### src/rtl/dkong_input_conditioner.sv
// Input conditioning for dkong_system: two-flop synchronisers, per-bit debounce,
// optional opposing-direction (SOCD) neutralisation and a one-shot coin pulse with lockout.
module dkong_input_conditioner #(
  parameter int unsigned DEBOUNCE_CYCLES   = 65536,
  parameter int unsigned COIN_PULSE_CYCLES = 3000000,
  parameter bit          SOCD_ENA          = 1'b1
) (
  input  logic       masterclk,
  input  logic       rst,
  input  logic [4:0] p1_raw,
  input  logic [4:0] p2_raw,
  input  logic       p1_sw_raw,
  input  logic       p2_sw_raw,
  input  logic       coin_raw,
  output logic       p1_r,
  output logic       p1_l,
  output logic       p1_u,
  output logic       p1_d,
  output logic       p1_b1,
  output logic       p2_r,
  output logic       p2_l,
  output logic       p2_u,
  output logic       p2_d,
  output logic       p2_b1,
  output logic       p1_sw,
  output logic       p2_sw,
  output logic       coin_sw,
  output logic [7:0] coin_total
);

  localparam int unsigned NumIn  = 13;
  localparam int unsigned CntW   = $clog2(DEBOUNCE_CYCLES);
  localparam int unsigned PulseW = (COIN_PULSE_CYCLES > 1) ? $clog2(COIN_PULSE_CYCLES) : 1;
  localparam logic [CntW-1:0]   DbMax   = CntW'(DEBOUNCE_CYCLES - 1);
  localparam logic [PulseW-1:0] PulseLd = PulseW'(COIN_PULSE_CYCLES - 1);

  typedef enum logic [1:0] {StIdle, StPulse, StLockout} coin_state_e;

  // Bit map: [4:0] p1, [9:5] p2, [10] p1 start, [11] p2 start, [12] coin
  logic [NumIn-1:0] raw_vec;
  logic [NumIn-1:0] sync1_q, sync2_q;
  logic [NumIn-1:0] db_q;
  logic [CntW-1:0]  db_cnt_q [NumIn];
  logic [4:0]       p1_socd, p2_socd;
  logic [4:0]       p1_q, p2_q;
  logic [1:0]       sw_q;
  logic [PulseW-1:0] pulse_cnt_q;
  coin_state_e      coin_state_q;

  assign raw_vec = {coin_raw, p2_sw_raw, p1_sw_raw, p2_raw, p1_raw};

  // Neutralise left+right and up+down; b1 always passes through
  function automatic logic [4:0] socd(input logic [4:0] v);
    logic [4:0] o;
    o = v;
    if (SOCD_ENA) begin
      if (v[0] && v[1]) o[1:0] = 2'b00;
      if (v[2] && v[3]) o[3:2] = 2'b00;
    end
    return o;
  endfunction

  // Two-flop synchroniser into the masterclk domain
  always_ff @(posedge masterclk) begin
    if (rst) begin
      sync1_q <= '0;
      sync2_q <= '0;
    end else begin
      sync1_q <= raw_vec;
      sync2_q <= sync1_q;
    end
  end

  // Per-bit debounce: a new value must persist for DEBOUNCE_CYCLES samples
  always_ff @(posedge masterclk) begin
    if (rst) begin
      db_q <= '0;
      for (int i = 0; i < NumIn; i++) db_cnt_q[i] <= '0;
    end else begin
      for (int i = 0; i < NumIn; i++) begin
        if (sync2_q[i] == db_q[i]) begin
          db_cnt_q[i] <= '0;
        end else if (db_cnt_q[i] == DbMax) begin
          db_q[i]     <= sync2_q[i];
          db_cnt_q[i] <= '0;
        end else begin
          db_cnt_q[i] <= db_cnt_q[i] + 1'b1;
        end
      end
    end
  end

  always_comb begin
    p1_socd = socd(db_q[4:0]);
    p2_socd = socd(db_q[9:5]);
  end

  // Registered player and start outputs
  always_ff @(posedge masterclk) begin
    if (rst) begin
      p1_q <= '0;
      p2_q <= '0;
      sw_q <= '0;
    end else begin
      p1_q <= p1_socd;
      p2_q <= p2_socd;
      sw_q <= db_q[11:10];
    end
  end

  assign {p1_b1, p1_d, p1_u, p1_l, p1_r} = p1_q;
  assign {p2_b1, p2_d, p2_u, p2_l, p2_r} = p2_q;
  assign {p2_sw, p1_sw}                  = sw_q;

  // Coin FSM: one fixed-width pulse per insertion, locked out until the coin releases
  always_ff @(posedge masterclk) begin
    if (rst) begin
      coin_state_q <= StIdle;
      pulse_cnt_q  <= '0;
      coin_sw      <= 1'b0;
      coin_total   <= '0;
    end else begin
      unique case (coin_state_q)
        StIdle: begin
          if (db_q[12]) begin
            coin_state_q <= StPulse;
            pulse_cnt_q  <= PulseLd;
            coin_sw      <= 1'b1;
            coin_total   <= coin_total + 8'd1;
          end
        end
        StPulse: begin
          if (pulse_cnt_q == '0) begin
            coin_state_q <= StLockout;
            coin_sw      <= 1'b0;
          end else begin
            pulse_cnt_q <= pulse_cnt_q - 1'b1;
          end
        end
        StLockout: begin
          if (!db_q[12]) coin_state_q <= StIdle;
        end
        default: begin
          coin_state_q <= StIdle;
          coin_sw      <= 1'b0;
        end
      endcase
    end
  end

endmodule

### config.mk
export PLATFORM = sky130hd
export DESIGN_NAME = dkong_input_conditioner
export DESIGN_NICKNAME = d
export VERILOG_FILES = /design/src/rtl/dkong_input_conditioner.sv
export SDC_FILE = /design/constraint.sdc
export NUM_CORES = 1
export LEC_CHECK = 0
export BUFFER_PORTS_ARGS = -buffer_cell sky130_fd_sc_hd__buf_2
export CORE_MARGIN = 1.5
export CORE_UTILIZATION = 30
export CTS_CLUSTER_DIAMETER = 100
export DETAILED_ROUTE_END_ITERATION = 10
export PLACE_DENSITY = 0.42
export SLEW_MARGIN = 20
export SYNTH_ARGS = -nofsm -noshare
export SYNTH_HDL_FRONTEND = slang
export SYNTH_SLANG_ARGS = --single-unit
### constraint.sdc
create_clock -name masterclk -period 3.5 [get_ports masterclk]
set_input_delay 0.525 -clock masterclk [delete_from_list [all_inputs] [get_ports masterclk]]
set_output_delay 0.525 -clock masterclk [all_outputs]
set_load 0.005 [all_outputs]
==> results of run 1 <==
## registers in the layout, summed over array words and instances (netlist names)
register and flops:
coin_sw 1, sw_q 2, p1_q 5, coin_total 8
p2_q 5, db_cnt_q 208, sync2_q 13, db_q 13
sync1_q 13, coin_state_q 2, pulse_cnt_q 22
## synth_stat cells, types with 7 or more instances
master | number | share of area (%)
ha_1 | 15 | 1.4
mux2i_1 | 12 | 0.87
and3_1 | 27 | 1.2
nand3_1 | 91 | 3.3
nand2b_1 | 18 | 0.81
inv_1 | 30 | 0.81
edfxtp_1 | 208 | 45
nor2_1 | 282 | 7.7
dfxtp_1 | 84 | 12
nor3_1 | 22 | 0.80
or3_1 | 12 | 0.54
xnor2_1 | 80 | 5.1
clkbuf_1 | 26 | 0.71
nand4_1 | 43 | 1.9
and4_1 | 14 | 0.89
nor4_1 | 7 | 0.32
nand2_1 | 60 | 1.6
a21oi_1 | 22 | 0.80
o21ai_0 | 11 | 0.40
nor2b_1 | 34 | 1.5
xor2_1 | 128 | 8.1
nor3b_1 | 10 | 0.54
or2_2 | 10 | 0.45
## power by group through the flow
stage | combinational [uW] | sequential (uW) | clock (uW)
2_1_floorplan | 189 | 3970 | 0
3_3_place_gp | 230 | 3990 | 0
3_5_place_dp | 229 | 4000 | 0
4_1_cts | 231 | 3920 | 3950
5_1_grt | 274 | 3940 | 4070
6_report | 231 | 3920 | 3770
## per-layer routing
| metal | GRT usage [%] | part of all wire [%] | routed length, um |
|---|---|---|---|
| met1 | 14.5 | 50 | 12300 |
| met3 | 2.97 | 3.9 | 967 |
| met5 | 0 | 0 | 0 |
| met4 | 3.79 | 2.6 | 646 |
| met2 | 17.2 | 44 | 10800 |
## layout make-up
| cell class | count | area share (%) |
|---|---|---|
| sequential | 292 | 47.6 |
| multi-input combinational | 1152 | 38.7 |
| clock buffer | 54 | 6.60 |
| tap | 600 | 4.50 |
| timing repair buffer | 39 | 1.25 |
| clock inverter | 12 | 0.736 |
| inverter | 30 | 0.675 |
## path summary, 6_finish.rpt
path | start | to | slack [ns] | cells past startpoint
min | p2_raw[3] | sync1_q[8] | 0.22 | 2
min reg2reg | sync1_q[9] | sync2_q[9] | 0.43 | 1
max reg2reg | pulse_cnt_q[0] | pulse_cnt_q[4] | 1.13 | 7
max | pulse_cnt_q[0] | pulse_cnt_q[4] | 1.13 | 7
## critical path: cells and delay by family, from the launching register on
kind | cells | cell delay (ns)
fa+ha+maj | 1 | 0.20
flops | 1 | 0.33
simple gates | 3 | 1.06
compound gates | 2 | 0.57
buf+inv | 1 | 0.08
## through the flow
stage / power (uW) / cells
after CTS: 8110 / 2179
after detailed placement: 4230 / 2113
final: 7920 / 2179
after global placement: 4220 / 2113
after global routing: 8290 / 2179
after floorplan: 4160 / 1505
## cells by family after synthesis
family,Yosys count
mux,12
flops,292
xor+xnor,208
compound gates,57
fa+ha+maj,15
other cells,1
simple gates,652
buf+inv,61
==> out/qor.yml, run 1 <==
power:
  p_seq_share_pct: 49.5
  p_per_area_nw_per_um2: 475
  irDropWorstVdd_mv: 0.340
  clkPwrFrac_pct: 47.6
  leakagePower_uw: 0.00613
  sw_frac_of_total_pct: 21.2
  p_sw_uw: 1680
  pwr-share-comb_pct: 2.9
  p_int_uw: 6240
cells_and_area:
  final_nets: 1581
  area_growth_pct: 20.5
  fin_area_sq_um: 16700
  seqCellArea_sq_um: 7930
  drive_gt1_share_pct: 7.54
  final_util_pct: 36.7
  final_cell_mix: "282 x nor2_1, 208 x edfxtp_1, 208 x conb_1"
  final_common_cell: "nor2_1"
  diodes: 0
  multiInputGateArea_sq_um: 6450
  n_fill_cell: 4754
setup_path:
  crit_type: "flip-flop to flip-flop"
  slowest_delay_ns: 0.50
  cp_cell_sequence: "inv_1 -> ha_1 -> nor4b_1 -> nand2_1 -> o31ai_2 -> or3_1 -> a31oi_1"
  worstPathArrival_ns: 2.77
  start_kind: "flip-flop"
  slowest_stage: "o31ai_2"
  crit_required_ns: 3.90
  endpoint_kind: "flip-flop"
  path_max_fanout: 13
die:
  fp.dieH_um: 218
  io_pins: 36
  die-area_sq_um: 47400
  start_util_pct: 30.4
  core_sq_um: 45500
  row_count: 78
  die_w_um: 218
place:
  port_buffers: 35
  dp_worst_setup_slack_ns: 1.17
  dpl-instance-area_sq_um: 15400
  hpwl_um: 17000
  gp_congestion: 0.769
timing:
  tightest_slew_ns: 1.05
  finalSetupTns_ns: 0
  rsz0062_at_grt: "false"
  fmax_ghz: 0.422
  relSlewSlack_pct: 29.7
  postLayoutSetupSlackWorst_ns: 1.13
  final_max_slew_viol_count: 0
  fin_crit_sh_pct: 67.7
  finClkSkew_ns: 0.0229
  setup_violations: 0
  hold_viol_final: 0
  period_minus_slack_ns: 2.37
  holdWs_ns: 0.217
grt:
  grt_pass1_vias: 8917
  overflow: 0
  grt_max_degree: 50
  grt_util_all_layers_pct: 10.9
  grt_pass1_wl_um: 42700
  antenna_found_initial: 0
detailed_routing:
  wirelength_um: 24700
  via_per_inst: 4.20
  vias: 9144
  wl_per_cell_um: 11.3
  drc_errors: 0
  ant_nets: 0
  dr.pass1.iters: 5
  dr.first_iter.drc_count: 328
cts:
  clk_latency_ns: 0.54
  path_clk_slew_ns: 0.05
  clockBufferDepth: 3
  post_cts_resized: 0
  numCtsBuffers: 36
  cts.htree.levels: 2
  cts_tree: "yes"
  hold_buffers: 0
  post_cts_buffers: 0
  clock-root-buffer: "clkbuf_16"
  cts_sinks: 292
min_path:
  hold_class: "input pin to flip-flop"
synth:
  synth_cell_type_count: 50
  yosysWarnings: 0
  ys_ff_latch: 292
  synth-main-ff-cell: "edfxtp_1"
  synth_top_family_by_area: "simple AND/OR/NAND/NOR gates"
  synth_compound_area_share_pct: 2.56
  synth_edf_count: 208
  synthesis.area_sq_um: 13800
  syn_avg_cell_area_sq_um: 10.7
  synth_mux_area_share_pct: 0.868
  yosys.area_share.simple_pct: 23.0
  synth-adder-area-share_pct: 1.36
  ys_seq_area_share_pct: 57.3
  async_flop_share_pct: 0
  netlist_instances: 1298
  synth-xor-area-share_pct: 13.2
run:
  maxCapViolations: 0
run_status:
  status: "completed"
Power figures use the tool's default switching activity.
==> run 2, diff against run 1 <==
clock period = 2.3 ns   (was 3.5 ns; I/O delays follow)
==> run 2 against run 1 <==
  * Design area grew 1.9%
  * Clock power grew 56%
  * Register-to-register slack worse by 0.85 ns
  * Sequential power grew 52%
  * Setup slack got worse by 0.85 ns
  * Sequential cell count is the same
  * Fmax rose by 17%
  * Power increased by 54%
  * Global-route usage about the same
  * Via count rose by 1.9%
  * Combinational power rose by 60%
  * First-iteration DRC count decreased by 9.1%
  * Critical path type unchanged
  * Critical endpoint is now pulse_cnt_q[19]
  * Largest cell class unchanged
  * Highest routed layer unchanged
==> out/qor.yml, run 2 (synthesis gave the netlist of run 1 again) <==
run_status:
  status: "completed"
setup_path:
  endpoint_kind: "flip-flop"
  slowest_stage: "or4_1"
  slowest_delay_ns: 0.49  # about the same
  cp_cell_sequence: "inv_1 -> ha_1 -> nor4b_1 -> nand2_1 -> buf_4 -> o21ai_0 -> or4_1 -> a31oi_1"
  r2r_start: "pulse_cnt_q[0]"
  path_max_fanout: 7  # -6
  r2r_cells: 8  # +1
  start_kind: "flip-flop"
  r2r_slack_ns: 0.28  # -0.85 ns
  path_buf_inv: 2  # +1
  crit_family: "simple AND/OR/NAND/NOR gates"
  worstPathArrival_ns: 2.50  # -0.27 ns
  crit_required_ns: 2.77  # -1.13 ns
  timing.rr.end: "pulse_cnt_q[19]"
  crit_type: "flip-flop to flip-flop"
die:
  start_util_pct: 30.4  # unchanged
  row_count: 78  # unchanged
  core_sq_um: 45500  # unchanged
  die_w_um: 218  # unchanged
  die-area_sq_um: 47400  # unchanged
  io_pins: 36  # unchanged
  fp.dieH_um: 218  # unchanged
grt:
  overflow: 0  # unchanged
  grt_util_all_layers_pct: 11.0  # +0.016 points
  antenna_found_initial: 0  # unchanged
  grt_pass1_vias: 8967  # +0.56%
  grt_max_degree: 28  # -44%
  grt_pass1_wl_um: 42700  # about the same
power:
  irDropWorstVdd_mv: 0.519  # +53%
  finalPower_uw: 12200  # +54%
  p_per_area_nw_per_um2: 719  # +51%
  leakagePower_uw: 0.00630  # +2.8%
timing:
  finClkSkew_ns: 0.0187  # -0.00415 ns
  final_max_slew_viol_count: 0  # unchanged
  hold_viol_final: 0  # unchanged
  period_minus_slack_ns: 2.02  # -0.346 ns
  tightest_slew_ns: 0.626  # -0.426 ns
  rsz0062_at_grt: "false"
  setup_violations: 0  # unchanged
  relSlewSlack_pct: 58.2  # +28 points
  holdWs_ns: 0.0491  # -0.168 ns
  fin_crit_sh_pct: 88.0  # +20 points
  fmax_ghz: 0.494  # +17%
  finalSetupTns_ns: 0  # unchanged
  postLayoutSetupSlackWorst_ns: 0.276  # -0.854 ns
place:
  gp_congestion: 0.732  # -4.9%
  dp.cells: 2142  # +1.4%
  hpwl_um: 16900  # -0.51%
  dp_worst_setup_slack_ns: 0.221  # -0.948 ns
  port_buffers: 35  # unchanged
detailed_routing:
  wl_per_cell_um: 11.2  # -1.4%
  ant_nets: 0  # unchanged
  dr.first_iter.drc_count: 298  # -9.1%
  dr.pass1.iters: 4  # -1
  vias: 9319  # +1.9%
  drc_errors: 0  # unchanged
  wirelength_um: 24700  # +0.27%
  via_per_inst: 4.21  # +0.21%
cells_and_area:
  final_nets: 1618  # +2.3%
  area_growth_pct: 22.8
  drive_gt1_share_pct: 8.91  # +1.4 points
  diodes: 0  # unchanged
  stdcell_count: 2216  # +1.7%
  final_common_cell: "nor2_1"
  top_regs: "db_cnt_q x208, pulse_cnt_q x22"
  final_cell_mix: "282 x nor2_1, 208 x edfxtp_1, 208 x conb_1"
  largest_register_ffs: 208  # unchanged
  regMostFlops: "db_cnt_q"
cts:
  path_clk_slew_ns: 0.05  # about the same
  cts_sinks: 292  # unchanged
  cts.htree.levels: 2  # unchanged
  numCtsBuffers: 37  # +2.8%
  clock-root-buffer: "clkbuf_16"
  post_cts_buffers: 0  # unchanged
  clk_latency_ns: 0.55  # about the same
  clockBufferDepth: 3  # unchanged
  cts_tree: "yes"
min_path:
  hold_start: "p2_raw[0]"
  whs_path_depth: 2  # unchanged
  hold_class: "input pin to flip-flop"
  worstHoldEndpoint: "sync1_q[5]"
run:
  maxCapViolations: 0  # unchanged
## run 2: cell types whose count changed in the layout (fill, tap and decap cells not counted), sizes merged
cell,previous run,this run
inv,32,31
clkinvlp,3,1
bufinv,2,3
dlygate4sd3,0,7
clkbuf,54,59
buf,39,68
clkinv,5,3
## run 2: per-stage QoR
step                utilization (%)  instance area [sq um]
floorplan                         -                  14600
global placement               34.5                  15700
detailed placement             34.5                  15700
CTS                            37.3                  17000
global route                   37.3                  17000
finish                         37.3                  17000
## run 2: what timing repair did
item                                    in CTS  in global routing
gates resized for setup                      0                  1
hold buffers                                 7                  0
hold endpoints to repair                     7                  0
endpoints found under the setup margin       0                 13
## run 2: where the power goes
part           switching, uW  internal [uW]
clock                   2240           3640
combinational            211            159
sequential               156           5810
## run 2: worst register-to-register path: stages (launching register included)
cell and delay, ns:
dfxtp_1 0.37, inv_1 0.07, ha_1 0.23, nor4b_1 0.16, nand2_1 0.13, buf_4 0.17
o21ai_0 0.17, or4_1 0.49, a31oi_1 0.16
## run 2: final cells by class
cell class	count	area [sq um]
clock buffer	59	1110
clock inverter	8	120
sequential	292	7930
tap	600	751
multi-input combinational	1152	6450
fill	4636	28500
timing repair buffer	75	508
inverter	30	113
## run 2: how the worst max path moves through the flow
stage	from	to	slack, ns	cells past startpoint
finish	pulse_cnt_q[0]	pulse_cnt_q[19]	0.28	8
global route	pulse_cnt_q[0]	pulse_cnt_q[5]	0.06	8
CTS	db_cnt_q[0][96]	db_cnt_q[0][96]	0.21	6
detailed placement	db_cnt_q[0][96]	db_cnt_q[0][109]	0.22	6
global placement	db_cnt_q[0][16]	db_cnt_q[0][23]	0.26	6
floorplan	db_cnt_q[0][16]	db_cnt_q[0][21]	0.26	7
## run 2: routing by layer
metal | share of wire [%] | up-vias | wire, um | track usage (%)
li1 | - | 4912 | - | -
met3 | 3.3 | 39 | 820 | 2.29
met1 | 50 | 4284 | 12500 | 14.7
met2 | 43 | 84 | 10700 | 17.0
met4 | 2.8 | 0 | 702 | 4.87
met5 | 0 | - | 0 | 0
